===== src/rtl/serial_adder.sv =====
// serial_adder: bit-serial add/subtract using a single full-adder slice, LSB first, one bit per clock
module serial_adder #(
  parameter int WIDTH = 8
) (
  input  logic             clk,
  input  logic             rst_n,
  input  logic             start,
  output logic             in_ready,
  input  logic [WIDTH-1:0] a,
  input  logic [WIDTH-1:0] b,
  input  logic             cin,
  input  logic             sub,
  output logic [WIDTH-1:0] sum,
  output logic             cout,
  output logic             ovf,
  output logic             out_valid,
  input  logic             out_ready
);
  localparam int CW = WIDTH > 1 ? $clog2(WIDTH) : 1;
  localparam logic [CW-1:0] LAST = CW'(WIDTH - 1);
  typedef enum logic [1:0] {IDLE, RUN, DONE} state_t;
  state_t state;
  logic [WIDTH-1:0] a_r, b_r;
  logic [CW-1:0] cnt;
  logic c, ai, bi, s, co;
  always_comb begin
    ai = a_r[cnt];
    bi = b_r[cnt];
    s  = ai ^ bi ^ c;
    co = (ai & bi) | (c & (ai ^ bi));
  end
  // Subtraction is A + ~B + 1: B is inverted at capture and the carry flop seeded with 1.
  always_ff @(posedge clk or negedge rst_n) begin
    if (!rst_n) begin
      state     <= IDLE;
      a_r       <= '0;
      b_r       <= '0;
      cnt       <= '0;
      c         <= 1'b0;
      sum       <= '0;
      cout      <= 1'b0;
      ovf       <= 1'b0;
      out_valid <= 1'b0;
      in_ready  <= 1'b1;
    end else begin
      case (state)
        IDLE: if (start) begin
          a_r      <= a;
          b_r      <= sub ? ~b : b;
          c        <= sub | cin;
          cnt      <= '0;
          in_ready <= 1'b0;
          state    <= RUN;
        end
        RUN: begin
          sum <= (sum >> 1) | (WIDTH'(s) << (WIDTH - 1));
          c   <= co;
          cnt <= cnt + 1'b1;
          if (cnt == LAST) begin
            cout      <= co;
            ovf       <= c ^ co;
            out_valid <= 1'b1;
            state     <= DONE;
          end
        end
        DONE: if (out_ready) begin
          out_valid <= 1'b0;
          in_ready  <= 1'b1;
          state     <= IDLE;
        end
        default: state <= IDLE;
      endcase
    end
  end
endmodule


===== config.mk =====
export PLATFORM = sky130hd
export DESIGN_NAME = serial_adder
export DESIGN_NICKNAME = d
export VERILOG_FILES = /design/src/rtl/serial_adder.sv
export SDC_FILE = /design/constraint.sdc
export NUM_CORES = 1
export LEC_CHECK = 0
export BUFFER_PORTS_ARGS = -buffer_cell sky130_fd_sc_hd__buf_2
export CAP_MARGIN = 20
export CORE_ASPECT_RATIO = 2
export CORE_MARGIN = 2
export CORE_UTILIZATION = 52
export DETAILED_ROUTE_END_ITERATION = 8
export MAX_ROUTING_LAYER = met4
export PLACE_DENSITY = 0.77
export SKIP_CTS_REPAIR_TIMING = 1
export SYNTH_ARGS = -nofsm -noshare
export SYNTH_HDL_FRONTEND = slang
export SYNTH_SLANG_ARGS = --single-unit

===== constraint.sdc =====
create_clock -name clk -period 2.53 [get_ports clk]
set_input_delay 0.1265 -clock clk [delete_from_list [all_inputs] [get_ports clk]]
set_output_delay 0.1265 -clock clk [all_outputs]
set_load 0.01 [all_outputs]

# After elaboration in Yosys (flattened, before gate mapping)

Cells that the tools add are included.

Register bits: 34
Bits of input ports: 22
Output and inout bits: 12
Word-level logic and storage cells: 56

$add $sub $neg: 1
Magnitude comparators: 1
Equal/unequal tests: 6
Muxes and demuxes: 19
Bitwise gates (word level): 9
Reduce and logical (&&, ||, !) cells: 10

Operator list:

| kind                                                                   | number |
|---|---|
| 3-bit AND reduction                                                    | 3 |
| 8-bit two-way mux                                                      | 1 |
| 8-bit NOT                                                              | 1 |
| 7-bit by 8-bit bitwise OR with 8-bit output                            | 1 |
| 1-bit two-way mux                                                      | 7 |
| 1-bit binary-select mux with 3-bit select                              | 2 |
| 2-bit two-way mux                                                      | 3 |
| 2-bit != test (second input constant)                                  | 3 |
| 1-bit one-hot mux with 2 select lines                                  | 3 |
| 2-bit one-hot mux with 3 select lines                                  | 1 |
| 3-bit one-hot mux with 2 select lines                                  | 1 |
| 2-bit AND reduction                                                    | 3 |
| 2-bit nonzero test                                                     | 3 |
| 3-bit by 4-bit < comparator with 1-bit output (second input constant)  | 1 |
| 3-bit by 1-bit adder with 3-bit output (second input constant)         | 1 |
| 3-bit equality test (second input constant)                            | 1 |
| 3-bit two-way mux                                                      | 1 |
| 1-bit XOR                                                              | 3 |
| 1-bit AND                                                              | 2 |
| 2-bit by 1-bit equality test with 1-bit output (second input constant) | 1 |
| 2-bit equality test (second input constant)                            | 1 |
| 2-bit logical NOT                                                      | 1 |
| 1-bit bitwise OR                                                       | 2 |

# Longest topological paths before layout

Word-level depth: 6
Mapped depth: 6
Mapped depth without buffers: 5

# Worst setup path after synthesis

OpenSTA, ideal clock, no wires.

Kind: register -> register
Start point: register cnt[0]
End point: register c
Library setup time: 0.126 ns
Arrival time: 2.006 ns
Data required time: 2.404 ns
Path slack: 0.398 ns
Stages on the path, launching flop included: 6
Buffers on the path: 1
Period minus slack after synthesis: 2.132 ns
Cell sequence: dfrtp_1 buf_6 mux4_1 mux2_2 fa_1 a221o_1

Longest elaborated chain between the ends: 6
Elaborated cells on any way between the ends: 9
Those cells by class: mux (5); bitwise (4)

RTL lines:

| what                                                                | line   | source |
|---|---|---|
| from (decl)                                                         | 24     | `logic [CW-1:0] cnt;` |
| from (signal assigned)                                              | 58     | `cnt <= cnt + 1'b1;` |
| 1-bit binary-select mux with 3-bit select, on equally long branches | 27, 28 |  |
| 1-bit two-way mux, on equally long branches                         | 27, 28 |  |
| 1-bit XOR                                                           | 30     | `co = (ai & bi) \| (c & (ai ^ bi));` |
| 1-bit AND                                                           | 30     |  |
| 1-bit bitwise OR *                                                  | 30     |  |
| via co                                                              | 25     | `logic c, ai, bi, s, co;` |
| 1-bit one-hot mux with 2 select lines *                             | 46     | `case (state)` |
| to (signal assigned)                                                | 50     | `c <= sub \| cin;` |
| to (signal assigned)                                                | 57     | `c <= co;` |
| to (decl)                                                           | 25     |  |

The timed path passes the listed nets; every way through them passes the cells marked *. The select of a mux whose other input is x is not followed.
A chain may end at the register's enable or synchronous reset.

# Worst setup path in the final report

Ends and elaborated chain as after synthesis.

==> metrics.yaml <==
cp-end-kind: "register"
setup_viol_count_final: 0
cap_violations: 0
avgSynthCellArea_um2: 11.5
cts_tree: "built"
synth_compound_area_share_pct: 6.54
drive_gt1_share_pct: 31.8
ios: 34
fin_nets: 197
register_area_um2: 852
io_buffers: 33
ys_ff_latch: 34
antenna_found_initial: 0
die_x_um: 42.8
required_ns: 2.69
fin_hold_ws_ns: 0.0706
comb_power_share_pct: 39.8
synth_top_family_by_area: "multiplexers"
root_buffer: "clkbuf_8"
ys_warn_count: 0
placed_area_um2: 1740
max_slew.worst_pin.slew_ns: 0.732
post-route-period-util_pct: 91.1
drtIter0Drc: 30
drtPass1Iterations: 4
cpPeakStageDelay_ns: 0.60
globalRouteOverflowTotal: 0
fin_crit_ns: 2.30
ys_seq_area_share_pct: 54.3
yosys.area_share.simple_pct: 12.4
die_h_um: 81.7
grt_max_degree: 35
cts_buffers: 5
worst-path-max-fanout: 6
core-area_um2: 2910
hold_path.class: "in -> reg"
yosysUniqueCellTypes: 23
final_area_um2: 1840
maxSlewHeadroom_pct: 51.2
clock-sinks: 34
final_max_slew_viol_count: 0
cp-start-kind: "register"
cts_max_level: 2
seq_power_share_pct: 42.8
critical_path_arrival_ns: 2.47
crit_slowest_cell: "mux4_1"
syn_inst: 137
path_clk_slew_ns: 0.07
grt_pass1_vias: 1144
grt_first_pass_wirelength_um: 5040
start_util_pct: 54.0
finalSetupTns_ns: 0
p_per_area_nw_per_um2: 1270
dp_hpwl_um: 2290
grt.total_usage_pct: 20.4
fmax_ghz: 0.434
rows: 28
vdd_drop_max_v: 0.000657
final_hold_viol_count: 0
p_sw_share_pct: 35.5
synth_xor_area_share_pct: 5.02
power_mw: 2.33
vias_per_cell: 5.38
multi_input_area_um2: 661
globalplace.congestion: 0.760
diodes: 0
crit_start: "cnt[0]"
clk_latency_ns: 0.29
p_leak_nw: 0.880
met2_usage_pct: 36.5
drcViolationCount: 0
fin_worst_skew_ns: 0.00904
hp-start: "a[1]"
p_clk_share_pct: 17.4
fin_util_pct: 63.2
wirelength_um: 2980
internal_power_mw: 1.50
synth_area_um2: 1570
grt.busiest_layer: "met2"
fillers: 242
met1_usage_pct: 19.4
cts_buffer_depth: 2
outcome: "complete, no violations"
rsz0062_at_grt: "false"
synth_mux_area_share_pct: 15.3
grtUsageMet3_pct: 4.84
dieArea_um2: 3500
wl_per_cell_um: 14.7
p_switching_mw: 0.829
crit_type: "reg -> reg"
synthAdderAreaFrac_pct: 2.87
ant_nets: 0
crit_chain: "mux4_1 > mux2_2 > fa_1 > a221o_1"
dr_total_vias: 1092
r2r_start: "cnt[0]"
syn_nets: 162
area_delta_synth_final_pct: 17.1
## final timing paths
kind,end,cells after the start,slack [ns]
setup / recovery,c,4,0.23
hold / removal,a_r[1],2,0.07
setup reg to reg,c,4,0.23
hold reg to reg,sum[0],2,0.47
max in group asynchronous,cnt[1],2,1.62
min in group asynchronous,a_r[6],2,0.44
## Yosys cell counts
master / number / area (um^2)
mux4_1: 4 / 105
dfrtp_1: 33 / 826
buf_4: 2 / 15.0
fa_1: 1 / 20.0
clkbuf_1: 2 / 7.51
mux2_2: 12 / 135
xnor2_1: 9 / 78.8
a221o_1: 1 / 10.0
dfstp_2: 1 / 26.3
nand3_1: 1 / 5.00
nor3b_2: 1 / 12.5
buf_2: 3 / 15.0
a21oi_1: 12 / 60.1
nand2b_1: 2 / 12.5
inv_1: 2 / 7.51
nand3b_1: 1 / 7.51
buf_6: 1 / 11.3
ha_1: 2 / 25.0
nand2_1: 30 / 113
o21ai_0: 5 / 25.0
o21a_1: 1 / 7.51
nor2_1: 10 / 37.5
nor2b_1: 1 / 6.26
## power by group through the flow
stage	clock network [mW]	registers (mW)	logic (mW)
after floorplan	0	0.952	0.713
after global placement	0	0.985	0.884
after detailed placement	0	1.01	0.941
after CTS	0.414	1.00	0.944
after global routing	0.438	1.03	1.04
final	0.405	0.998	0.929
## cell usage in the layout (no fill, tap or decap), types with 4 or more instances in the layout
| cell type | synthesis | layout |
|---|---|---|
| nand2_1 | 30 | 30 |
| dfrtp_1 | 33 | 33 |
| nor2_1 | 10 | 10 |
| clkbuf_8 | 0 | 6 |
| a21oi_1 | 12 | 12 |
| mux2_2 | 12 | 12 |
| xnor2_1 | 9 | 9 |
| o21ai_0 | 5 | 5 |
| mux4_1 | 4 | 4 |
| buf_2 | 3 | 33 |
## critical path, delay by kind of cell, from the launching register on
family          cells  cell delay [ns]
compound gates      1             0.34
fa+ha+maj           1             0.45
flops               1             0.51
mux                 2             0.89
## through the flow
step	std cells	worst slack, ns
detailed placement	194	0.259
CTS	202	0.237
finish	203	0.226
global route	203	0.172
floorplan	137	0.398
global placement	194	0.350
## flip-flops by register name (all words and copies together), names as in the netlist
name       count
a_r            8
b_r            8
c              1
cnt            3
cout           1
in_ready       1
out_valid      1
ovf            1
state          2
sum            8
## metal layers
| metal | vias to the layer above | part of all wire [%] |
|---|---|---|
| met5 | - | 0 |
| li1 | 531 | - |
| met2 | 26 | 59 |
| met4 | 0 | 3.1 |
| met3 | 10 | 3.5 |
| met1 | 525 | 34 |
## layout make-up
class | count | share of cell area (%)
sequential | 34 | 46.4
multi-input combinational | 93 | 35.9
timing repair buffer | 36 | 10.3
clock buffer | 8 | 4.90
tap | 30 | 2.04
inverter | 2 | 0.408
## cell families after synthesis
kind of cell | after synthesis
DFF | 34
buffers and inverters | 10
and+or+nand+nor | 46
adders and majority gates | 3
AOI/OAI and AO/OA | 19
muxes | 16
xor gates and xnor gates | 9
Note: power is estimated with default switching activity, not from simulation.
